## src/rtl/bfedp_pkg.sv

```systemverilog
// Shared widths, FSM state type and small helpers for the bit-column weight encoder.
package bfedp_pkg;

  localparam int LANES    = 8;
  localparam int SLOTS    = 4;
  localparam int MAG_BITS = 7;
  localparam int OFS_W    = 3;

  typedef enum logic {
    IDLE = 1'b0,
    EMIT = 1'b1
  } state_t;

  typedef logic [SLOTS*OFS_W-1:0] ofs_vec_t;

  function automatic logic [2:0] popcount7(input logic [MAG_BITS-1:0] m);
    logic [2:0] c;
    c = 3'd0;
    for (int i = 0; i < MAG_BITS; i++) begin
      c = c + {2'b00, m[i]};
    end
    return c;
  endfunction

  // -128 has no int8 magnitude, so it saturates to 127
  function automatic logic [MAG_BITS-1:0] mag7(input logic [7:0] w);
    logic [7:0] neg;
    neg = 8'd0 - w;
    if (w == 8'h80) begin
      return 7'h7F;
    end else if (w[7]) begin
      return neg[MAG_BITS-1:0];
    end else begin
      return w[MAG_BITS-1:0];
    end
  endfunction

endpackage

```

## src/rtl/bfedp_weight_encoder_bcol_pick4.sv

```systemverilog
// Picks the four lowest set bit-column indices of a remaining-column mask.
module bcol_pick4
  import bfedp_pkg::*;
(
  input  logic [MAG_BITS-1:0] mask_i,
  output ofs_vec_t            ofs_o,
  output logic [SLOTS-1:0]    slot_vld_o,
  output logic [MAG_BITS-1:0] mask_clr_o
);

  logic [MAG_BITS-1:0] m;
  logic                found;

  always_comb begin
    m          = mask_i;
    ofs_o      = '0;
    slot_vld_o = '0;
    found      = 1'b0;
    for (int s = 0; s < SLOTS; s++) begin
      found = 1'b0;
      for (int j = 0; j < MAG_BITS; j++) begin
        if (!found && m[j]) begin
          found                  = 1'b1;
          ofs_o[s*OFS_W +: OFS_W] = OFS_W'(j);
          slot_vld_o[s]          = 1'b1;
          m[j]                   = 1'b0;
        end
      end
    end
    mask_clr_o = m;
  end

endmodule

```

## src/rtl/bfedp_weight_encoder.sv

```systemverilog
// Converts a group of eight int8 weights into up to two beats of bit-column masks with shift offsets.
module bfedp_weight_encoder
  import bfedp_pkg::*;
(
  input  logic                   clk,
  input  logic                   rst,
  input  logic                   in_valid,
  output logic                   in_ready,
  input  logic [LANES*8-1:0]     in_weights,
  output logic                   out_valid,
  input  logic                   out_ready,
  output logic [LANES-1:0]       weight_column0,
  output logic [LANES-1:0]       weight_column1,
  output logic [LANES-1:0]       weight_column2,
  output logic [LANES-1:0]       weight_column3,
  output logic [LANES-1:0]       weight_sign,
  output logic [SLOTS*OFS_W-1:0] shift_offset,
  output logic                   out_last,
  output logic [2:0]             col_count
);

  state_t                            state_q;
  logic [MAG_BITS-1:0][LANES-1:0]    cols_q;
  logic [LANES-1:0]                  sign_q;
  logic [MAG_BITS-1:0]               rem_q;
  logic [2:0]                        cnt_q;

  logic [MAG_BITS-1:0][LANES-1:0]    cols_d;
  logic [LANES-1:0]                  sign_d;
  logic [MAG_BITS-1:0]               nz_d;
  logic [MAG_BITS-1:0]               rem_d;
  logic [MAG_BITS-1:0]               mag [LANES];

  ofs_vec_t                          pick_ofs;
  logic [SLOTS-1:0]                  pick_vld;
  logic [LANES-1:0]                  col_sel [SLOTS];
  logic                              emit;

  always_comb begin
    cols_d = '0;
    sign_d = '0;
    nz_d   = '0;
    for (int i = 0; i < LANES; i++) begin
      mag[i]    = mag7(in_weights[8*i +: 8]);
      sign_d[i] = in_weights[8*i+7];
    end
    for (int j = 0; j < MAG_BITS; j++) begin
      for (int i = 0; i < LANES; i++) begin
        cols_d[j][i] = mag[i][j];
      end
      nz_d[j] = |cols_d[j];
    end
  end

  bcol_pick4 u_pick (
    .mask_i     (rem_q),
    .ofs_o      (pick_ofs),
    .slot_vld_o (pick_vld),
    .mask_clr_o (rem_d)
  );

  assign emit = (state_q == EMIT);

  // in_ready must read 0 while reset is held, even though state already sits in IDLE
  assign in_ready  = (state_q == IDLE) && !rst;
  assign out_valid = emit;
  assign out_last  = emit && (rem_d == '0);

  always_comb begin
    for (int s = 0; s < SLOTS; s++) begin
      col_sel[s] = '0;
      if (emit && pick_vld[s]) begin
        col_sel[s] = cols_q[pick_ofs[s*OFS_W +: OFS_W]];
      end
    end
  end

  assign weight_column0 = col_sel[0];
  assign weight_column1 = col_sel[1];
  assign weight_column2 = col_sel[2];
  assign weight_column3 = col_sel[3];
  assign weight_sign    = emit ? sign_q : '0;
  assign shift_offset   = emit ? pick_ofs : '0;
  assign col_count      = emit ? cnt_q : 3'd0;

  always_ff @(posedge clk or posedge rst) begin
    if (rst) begin
      state_q <= IDLE;
      cols_q  <= '0;
      sign_q  <= '0;
      rem_q   <= '0;
      cnt_q   <= 3'd0;
    end else begin
      case (state_q)
        IDLE: begin
          if (in_valid) begin
            cols_q  <= cols_d;
            sign_q  <= sign_d;
            rem_q   <= nz_d;
            cnt_q   <= popcount7(nz_d);
            state_q <= EMIT;
          end
        end
        EMIT: begin
          if (out_ready) begin
            rem_q <= rem_d;
            if (rem_d == '0) begin
              state_q <= IDLE;
            end
          end
        end
        default: state_q <= IDLE;
      endcase
    end
  end

endmodule

```

## config.mk

```make
export PLATFORM = sky130hd
export DESIGN_NAME = bfedp_weight_encoder
export DESIGN_NICKNAME = d
export VERILOG_FILES = /design/src/rtl/bfedp_pkg.sv /design/src/rtl/bfedp_weight_encoder_bcol_pick4.sv /design/src/rtl/bfedp_weight_encoder.sv
export SDC_FILE = /design/constraint.sdc
export NUM_CORES = 1
export LEC_CHECK = 0
export ABC_AREA = 1
export CAP_MARGIN = 20
export CORE_ASPECT_RATIO = 0.6
export CORE_MARGIN = 2
export CORE_UTILIZATION = 53
export DETAILED_ROUTE_END_ITERATION = 12
export PLACE_DENSITY = 0.8
export SETUP_SLACK_MARGIN = 0.15
export SLEW_MARGIN = 5
export SYNTH_ARGS = -nofsm -noshare
export SYNTH_HDL_FRONTEND = slang
export SYNTH_SLANG_ARGS = --single-unit
export TNS_END_PERCENT = 1
```

## constraint.sdc

```tcl
create_clock -name clk -period 5.5 [get_ports clk]
set_clock_uncertainty 0.1 [all_clocks]
set_input_delay 1.375 -clock clk [delete_from_list [all_inputs] [get_ports clk]]
set_output_delay 1.375 -clock clk [all_outputs]
set_load 0.005 [all_outputs]
```

==> flow_metrics.env, run 1 <==
export IMPL_ctsLongestPathBuffers=2
export IMPL_synth_net_count=1243
export IMPL_vdd_drop_max_uv=385
export IMPL_synth_cell_types=39
export IMPL_io_pins=126
export IMPL_die_h_um=92.9
export IMPL_design_area_um2=8710
export IMPL_crit_family="adder cells"
export IMPL_post_cts_buffers=0
export IMPL_period_share_pct=93.9
export IMPL_hold_path_class="reg2reg"
export IMPL_critPathArrivalTime_ns=5.30
export IMPL_hold_path_cell_count=2
export IMPL_dp_hpwl_um=19100
export IMPL_grt_pass1_wl_um=40200
export IMPL_maxCapViolations=0
export IMPL_fp_coreArea_um2=12900
export IMPL_r2r_cells=6
export IMPL_p_per_area_nw_per_um2=688
export IMPL_place_gp_congestion=0.968
export IMPL_grtUsageTotal_pct=35.7
export IMPL_rsz0062_at_grt="no"
export IMPL_synth_seq_cells=75
export IMPL_drt_first_pass_iters=6
export IMPL_grt_overflow=0
export IMPL_critPathMostFrequentCell="fa_1"
export IMPL_outcome="finished clean"
export IMPL_routed_wl_um=24600
export IMPL_ys_seq_area_share_pct=26.9
export IMPL_ant_nets=0
export IMPL_cts_made_buffers=9
export IMPL_crit_slowest_cell="fa_1"
export IMPL_async_flop_share_pct=100
export IMPL_route_vias_total=8443
export IMPL_synth_edf_count=0
export IMPL_clock_latency_ns=0.35
export IMPL_worstReg2RegEnd="cols_q[44]"
export IMPL_drive_gt1_share_pct=6.62
export IMPL_placed_cell_area_um2=8430
export IMPL_hold_buffers=0
export IMPL_p_leak_nw=4.22
export IMPL_r2r_start="out_valid"
export IMPL_hp_start="sign_q[7]"
export IMPL_whs_endpoint="sign_q[7]"
export IMPL_initialDrtViolationCount=1184
export IMPL_setup_violations=0
export IMPL_path_class="in2reg"
export IMPL_cts_htree_levels=3
export IMPL_relSlewSlack_pct=27.7
export IMPL_die_w_um=152
export IMPL_dp_slack_ns=0.00331
export IMPL_slowest_delay_ns=0.52
export IMPL_layout_setup_ws_ns=0.338
export IMPL_syn_inst=1163
export IMPL_drc=0
export IMPL_reg2reg_slack_ns=3.32
export IMPL_worstPathRequired_ns=5.64
export IMPL_final_max_slew_viol_count=0
export IMPL_path_buf_inv=5
export IMPL_grt_antenna_before_repair=0
export IMPL_timing_final_hold_violations=0
export IMPL_cts_tree="built"
export IMPL_cts_resized=0
export IMPL_cp_start_kind="input port"
export IMPL_syn_avg_cell_area_um2=6.01
export IMPL_min_period_ns=5.16
export IMPL_grt_max_degree=85
export IMPL_cp_max_fo=3
export IMPL_timing_fmax_mhz=194
export IMPL_fin_tns_setup_ns=0
export IMPL_synth_ff_type="dfrtp_1"
export IMPL_syn2layout_area_growth_pct=24.7
export IMPL_path_clk_slew_ns=0.06
export IMPL_avgViaCountPerCell=5.80
export IMPL_grt_pass1_vias=7731
export IMPL_initial_core_util_pct=54.4
export IMPL_synth_area_um2=6990
export IMPL_finalPower_w=0.00600
export IMPL_nNetsFinal=1359
export IMPL_rows=32
export IMPL_clkSinkCount=75
export IMPL_worst_pin_slew_ns=1.08
export IMPL_dieArea_um2=14100
export IMPL_io_buffers=125
export IMPL_crit_chain="clkdlybuf4s50_1 -> inv_1 -> ha_1 -> nand3_1 -> nor2_1 -> nand3_1 -> o211ai_1 -> nor4_1 -> buf_4 -> nand2_1 -> fa_1 -> fa_1 -> inv_1 -> fa_1 -> inv_1 -> fa_1 -> nand2_1 -> nand2_1"
export IMPL_wl_per_cell_um=16.9
export IMPL_cts_root_buffer="clkbuf_16"
export IMPL_endpoint_kind="flop"
export IMPL_synth_warnings=0
-- flip-flops by register name, summed over array words and instances, names as in the netlist --
register and flops:
cols_q 56, cnt_q 3, out_valid 1, rem_q 7, sign_q 8
-- tightest hold or removal path, delay by kind of cell, from the launching register on --
family	cells	cell delay [ns]
DFF	1	0.34
and+or+nand+nor	1	0.05
AOI/OAI and AO/OA	1	0.06
-- through the flow --
step	hold WS (ns)	util (%)	instances
after floorplan	0.349	-	1163
final	0.385	67.8	1455
after global routing	0.407	67.8	1454
after CTS	0.388	67.8	1454
after detailed placement	0.373	65.6	1438
after global placement	0.367	65.6	1438
-- cell usage after synthesis, types with 11 or more instances --
cell type	n	area share, %
nor3_1	20	1.4
nand2_1	376	20
xor2_1	11	1.4
nand3_1	71	5.1
inv_1	130	7.0
nor2_1	100	5.4
a21oi_1	86	6.2
clkbuf_1	26	1.4
o211ai_1	40	4.3
buf_2	14	1.0
dfrtp_1	75	27
o21ai_0	124	8.9
-- area by class of cell --
| class | instances | area [um2] |
|---|---|---|
| diodes | 1 | 2.50 |
| clock buffers | 11 | 243 |
| clock inverters | 5 | 38.8 |
| fillers | 1168 | 4140 |
| inverters | 141 | 529 |
| multi-input cells | 901 | 4360 |
| flip-flops and latches | 75 | 1880 |
| well taps | 170 | 213 |
| repair buffers | 151 | 1450 |
-- logic make-up (layout without fill, tap and decap cells) --
| logic type | Yosys count | in the layout | synth area share [%] |
|---|---|---|---|
| XOR/XNOR | 12 | 12 | 1.50 |
| flip-flops | 75 | 75 | 26.9 |
| adder cells (fa/ha/maj) | 12 | 12 | 2.58 |
| buffers and inverters | 187 | 308 | 10.7 |
| AO/OA/AOI/OAI | 273 | 273 | 22.3 |
| other | 0 | 1 | 0 |
| AND/OR/NAND/NOR | 604 | 604 | 36.0 |
-- power by group --
part	internal, W	switching, W	leakage [nW]
clock	0.000319	0.000243	0.136
combinational	0.00167	0.00264	3.16
sequential	0.000819	0.000303	0.924
total	0.00281	0.00319	4.22
-- cell usage in the layout, fill, tap and decap left out, types with 4 or more instances in the layout --
master,Yosys,final
a21oi_1,86,86
nor2_4,4,4
a31oi_1,7,7
xor2_1,11,11
nand2_1,376,375
nand3_1,71,71
clkinv_1,5,5
ha_1,8,8
inv_1,130,129
dfrtp_1,75,75
o21ai_0,124,124
nor3_1,20,20
nand2_2,5,6
fa_1,4,4
o211ai_1,40,40
clkdlybuf4s50_1,0,125
buf_4,4,26
nand4_1,6,6
nor2_2,6,6
clkbuf_16,0,9
nor2_1,100,100
inv_2,6,7
or2_2,7,7
-- worst max path at each step --
stage / start / end / slack (ns) / depth (start not counted)
after global placement: in_weights[40] / cnt_q[1] / 0.10 / 18
final: in_weights[40] / cnt_q[1] / 0.34 / 18
after global routing: in_weights[48] / cnt_q[1] / 0.16 / 18
after floorplan: in_weights[48] / cnt_q[1] / 0.90 / 18
after detailed placement: in_weights[40] / cnt_q[1] / 0.003 / 18
after CTS: in_weights[40] / cnt_q[1] / 0.38 / 18
-- layer usage --
metal,vias up,GRT usage [%],part of all wire (%)
met5,-,0,0
met4,0,8.96,1.9
met3,54,8.38,14
met2,556,53.4,41
met1,3814,51.8,44
li1,4019,-,-
No activity file was read; power rests on OpenSTA's default activity.
==> run 2, diff against run 1 <==
CORE_UTILIZATION = 59   (was 53)
PLACE_DENSITY = 0.88   (was 0.8)
==> flow_metrics.env, run 2 (synthesis results as in run 1) <==
export IMPL_outcome="finished clean"
export IMPL_drt_first_pass_iters=6
export IMPL_setup_violations=0
export IMPL_dieArea_um2=12800
export IMPL_cts_made_buffers=9
export IMPL_grt_overflow=0
export IMPL_n_antenna_cell=0
export IMPL_utilization_pct=77.0
export IMPL_grt_pass1_vias=7800
export IMPL_cp_max_fo=4
export IMPL_worstPathRequired_ns=5.63
export IMPL_vdd_drop_max_uv=444
export IMPL_relSlewSlack_pct=29.3
export IMPL_fillers=939
export IMPL_initial_core_util_pct=61.2
export IMPL_cts_root_buffer="clkbuf_16"
export IMPL_clkSinkCount=75
export IMPL_io_pins=126
export IMPL_largest_reg_flops=56
export IMPL_timing_final_hold_violations=0
export IMPL_top_register="cols_q"
export IMPL_rows=30
export IMPL_p_per_area_nw_per_um2=702
export IMPL_grt_max_degree=86
export IMPL_p_leak_nw=4.27
export IMPL_stdcell_count=1445
export IMPL_cts_tree="built"
export IMPL_dp_cells=1428
export IMPL_layout_commonest_cell="nand2_1"
export IMPL_die_w_um=145
export IMPL_endpoint_kind="flop"
export IMPL_ctsLongestPathBuffers=2
export IMPL_grt_pass1_wl_um=39600
export IMPL_cp_start_kind="input port"
export IMPL_fp_coreArea_um2=11400
export IMPL_maxCapViolations=0
export IMPL_route_vias_total=8709
export IMPL_path_clk_slew_ns=0.06
export IMPL_fin_tns_setup_ns=0
export IMPL_place_gp_congestion=1.02
export IMPL_placed_cell_area_um2=8420
export IMPL_r2r_start="out_valid"
export IMPL_finalPower_w=0.00617
export IMPL_nNetsFinal=1360
export IMPL_grtUsageTotal_pct=40.1
export IMPL_crit_start="in_weights[57]"
export IMPL_final_max_slew_viol_count=0
export IMPL_hold_path_class="reg2reg"
export IMPL_avgViaCountPerCell=6.03
export IMPL_grt_antenna_before_repair=1
export IMPL_clock_latency_ns=0.34
export IMPL_initialDrtViolationCount=1397
export IMPL_design_area_um2=8790
export IMPL_critPathArrivalTime_ns=5.38
export IMPL_min_period_ns=5.25
export IMPL_hp_start="sign_q[0]"
export IMPL_drc=0
export IMPL_io_buffers=125
export IMPL_rsz0062_at_grt="no"
export IMPL_drive_gt1_share_pct=7.00
export IMPL_routed_wl_um=25000
export IMPL_syn2layout_area_growth_pct=25.7
export IMPL_worst_pin_slew_ns=1.06
export IMPL_ant_nets=0
export IMPL_path_class="in2reg"
export IMPL_largestRegisters="cols_q: 56 flops, sign_q: 8 flops, rem_q: 7 flops"
export IMPL_period_share_pct=95.4
export IMPL_die_h_um=88.3
export IMPL_cts_htree_levels=3
export IMPL_final_cell_mix="nand2_1 (375), inv_1 (129), clkdlybuf4s50_1 (125), o21ai_0 (124), nor2_1 (100)"
export IMPL_dp_hpwl_um=18800
export IMPL_wl_per_cell_um=17.3
export IMPL_timing_fmax_mhz=191
-- run 2: cell types whose count changed in the layout (fill, tap and decap cells not counted), sizes merged --
cell      delta
bufinv       +2
inv          +1
diode        -1
buf          +1
clkinv       -1
clkinvlp     -1
clkbuf       -1
-- run 2: report_power, final --
part / total [W] / switching (W) / internal (W)
sequential: 0.00112 / 0.000305 / 0.000819
combinational: 0.00439 / 0.00271 / 0.00169
clock: 0.000651 / 0.000241 / 0.000410
total: 0.00617 / 0.00325 / 0.00292
-- run 2: worst paths after layout --
check	endpoint	slack (ns)	depth (start not counted)
max	cnt_q[1]	0.25	19
max in group asynchronous	cols_q[21]	2.85	3
min	sign_q[0]	0.39	2
max reg2reg	rem_q[4]	3.12	9
min reg2reg	sign_q[0]	0.39	2
min in group asynchronous	sign_q[0]	1.41	2
-- run 2: layout make-up --
| type | instances | area [um2] | share of cell area (%) |
|---|---|---|---|
| multi-input combinational | 901 | 4380 | 49.8 |
| clock inverter | 6 | 87.6 | 0.997 |
| tap | 160 | 200 | 2.28 |
| sequential | 75 | 1880 | 21.4 |
| inverter | 141 | 529 | 6.02 |
| timing repair buffer | 152 | 1470 | 16.8 |
| clock buffer | 10 | 239 | 2.72 |
-- run 2: stage by stage --
step / hold slack, ns / setup slack (ns)
finish: 0.386 / 0.253
global route: 0.408 / 0.143
CTS: 0.387 / 0.253
detailed placement: 0.370 / -0.0651
global placement: 0.369 / 0.130
floorplan: 0.349 / 0.901
-- run 2: critical path, cell delays in order --
cell,delay [ns]
clkdlybuf4s50_1,0.48
inv_1,0.06
ha_1,0.17
inv_1,0.07
nor2_1,0.07
nand4_1,0.16
o21ai_0,0.11
a21oi_1,0.28
nand2_1,0.11
nor3_2,0.21
nand2_1,0.15
fa_1,0.54
fa_1,0.54
inv_1,0.05
fa_1,0.36
inv_1,0.08
fa_1,0.42
nand2_1,0.08
nand2_1,0.04
-- run 2: per-layer routing --
metal / vias up / GRT usage [%] / wire length, um
met2: 685 / 61.4 / 10500
li1: 4020 / - / -
met5: - / 0 / 13
met1: 3879 / 56.0 / 9870
met4: 2 / 10.5 / 815
met3: 123 / 11.9 / 3730
-- run 2: timing repair --
item	CTS	global route
hold buffers	0	0
buffers inserted	0	0
setup endpoints to repair	0	1
resized for setup	0	3
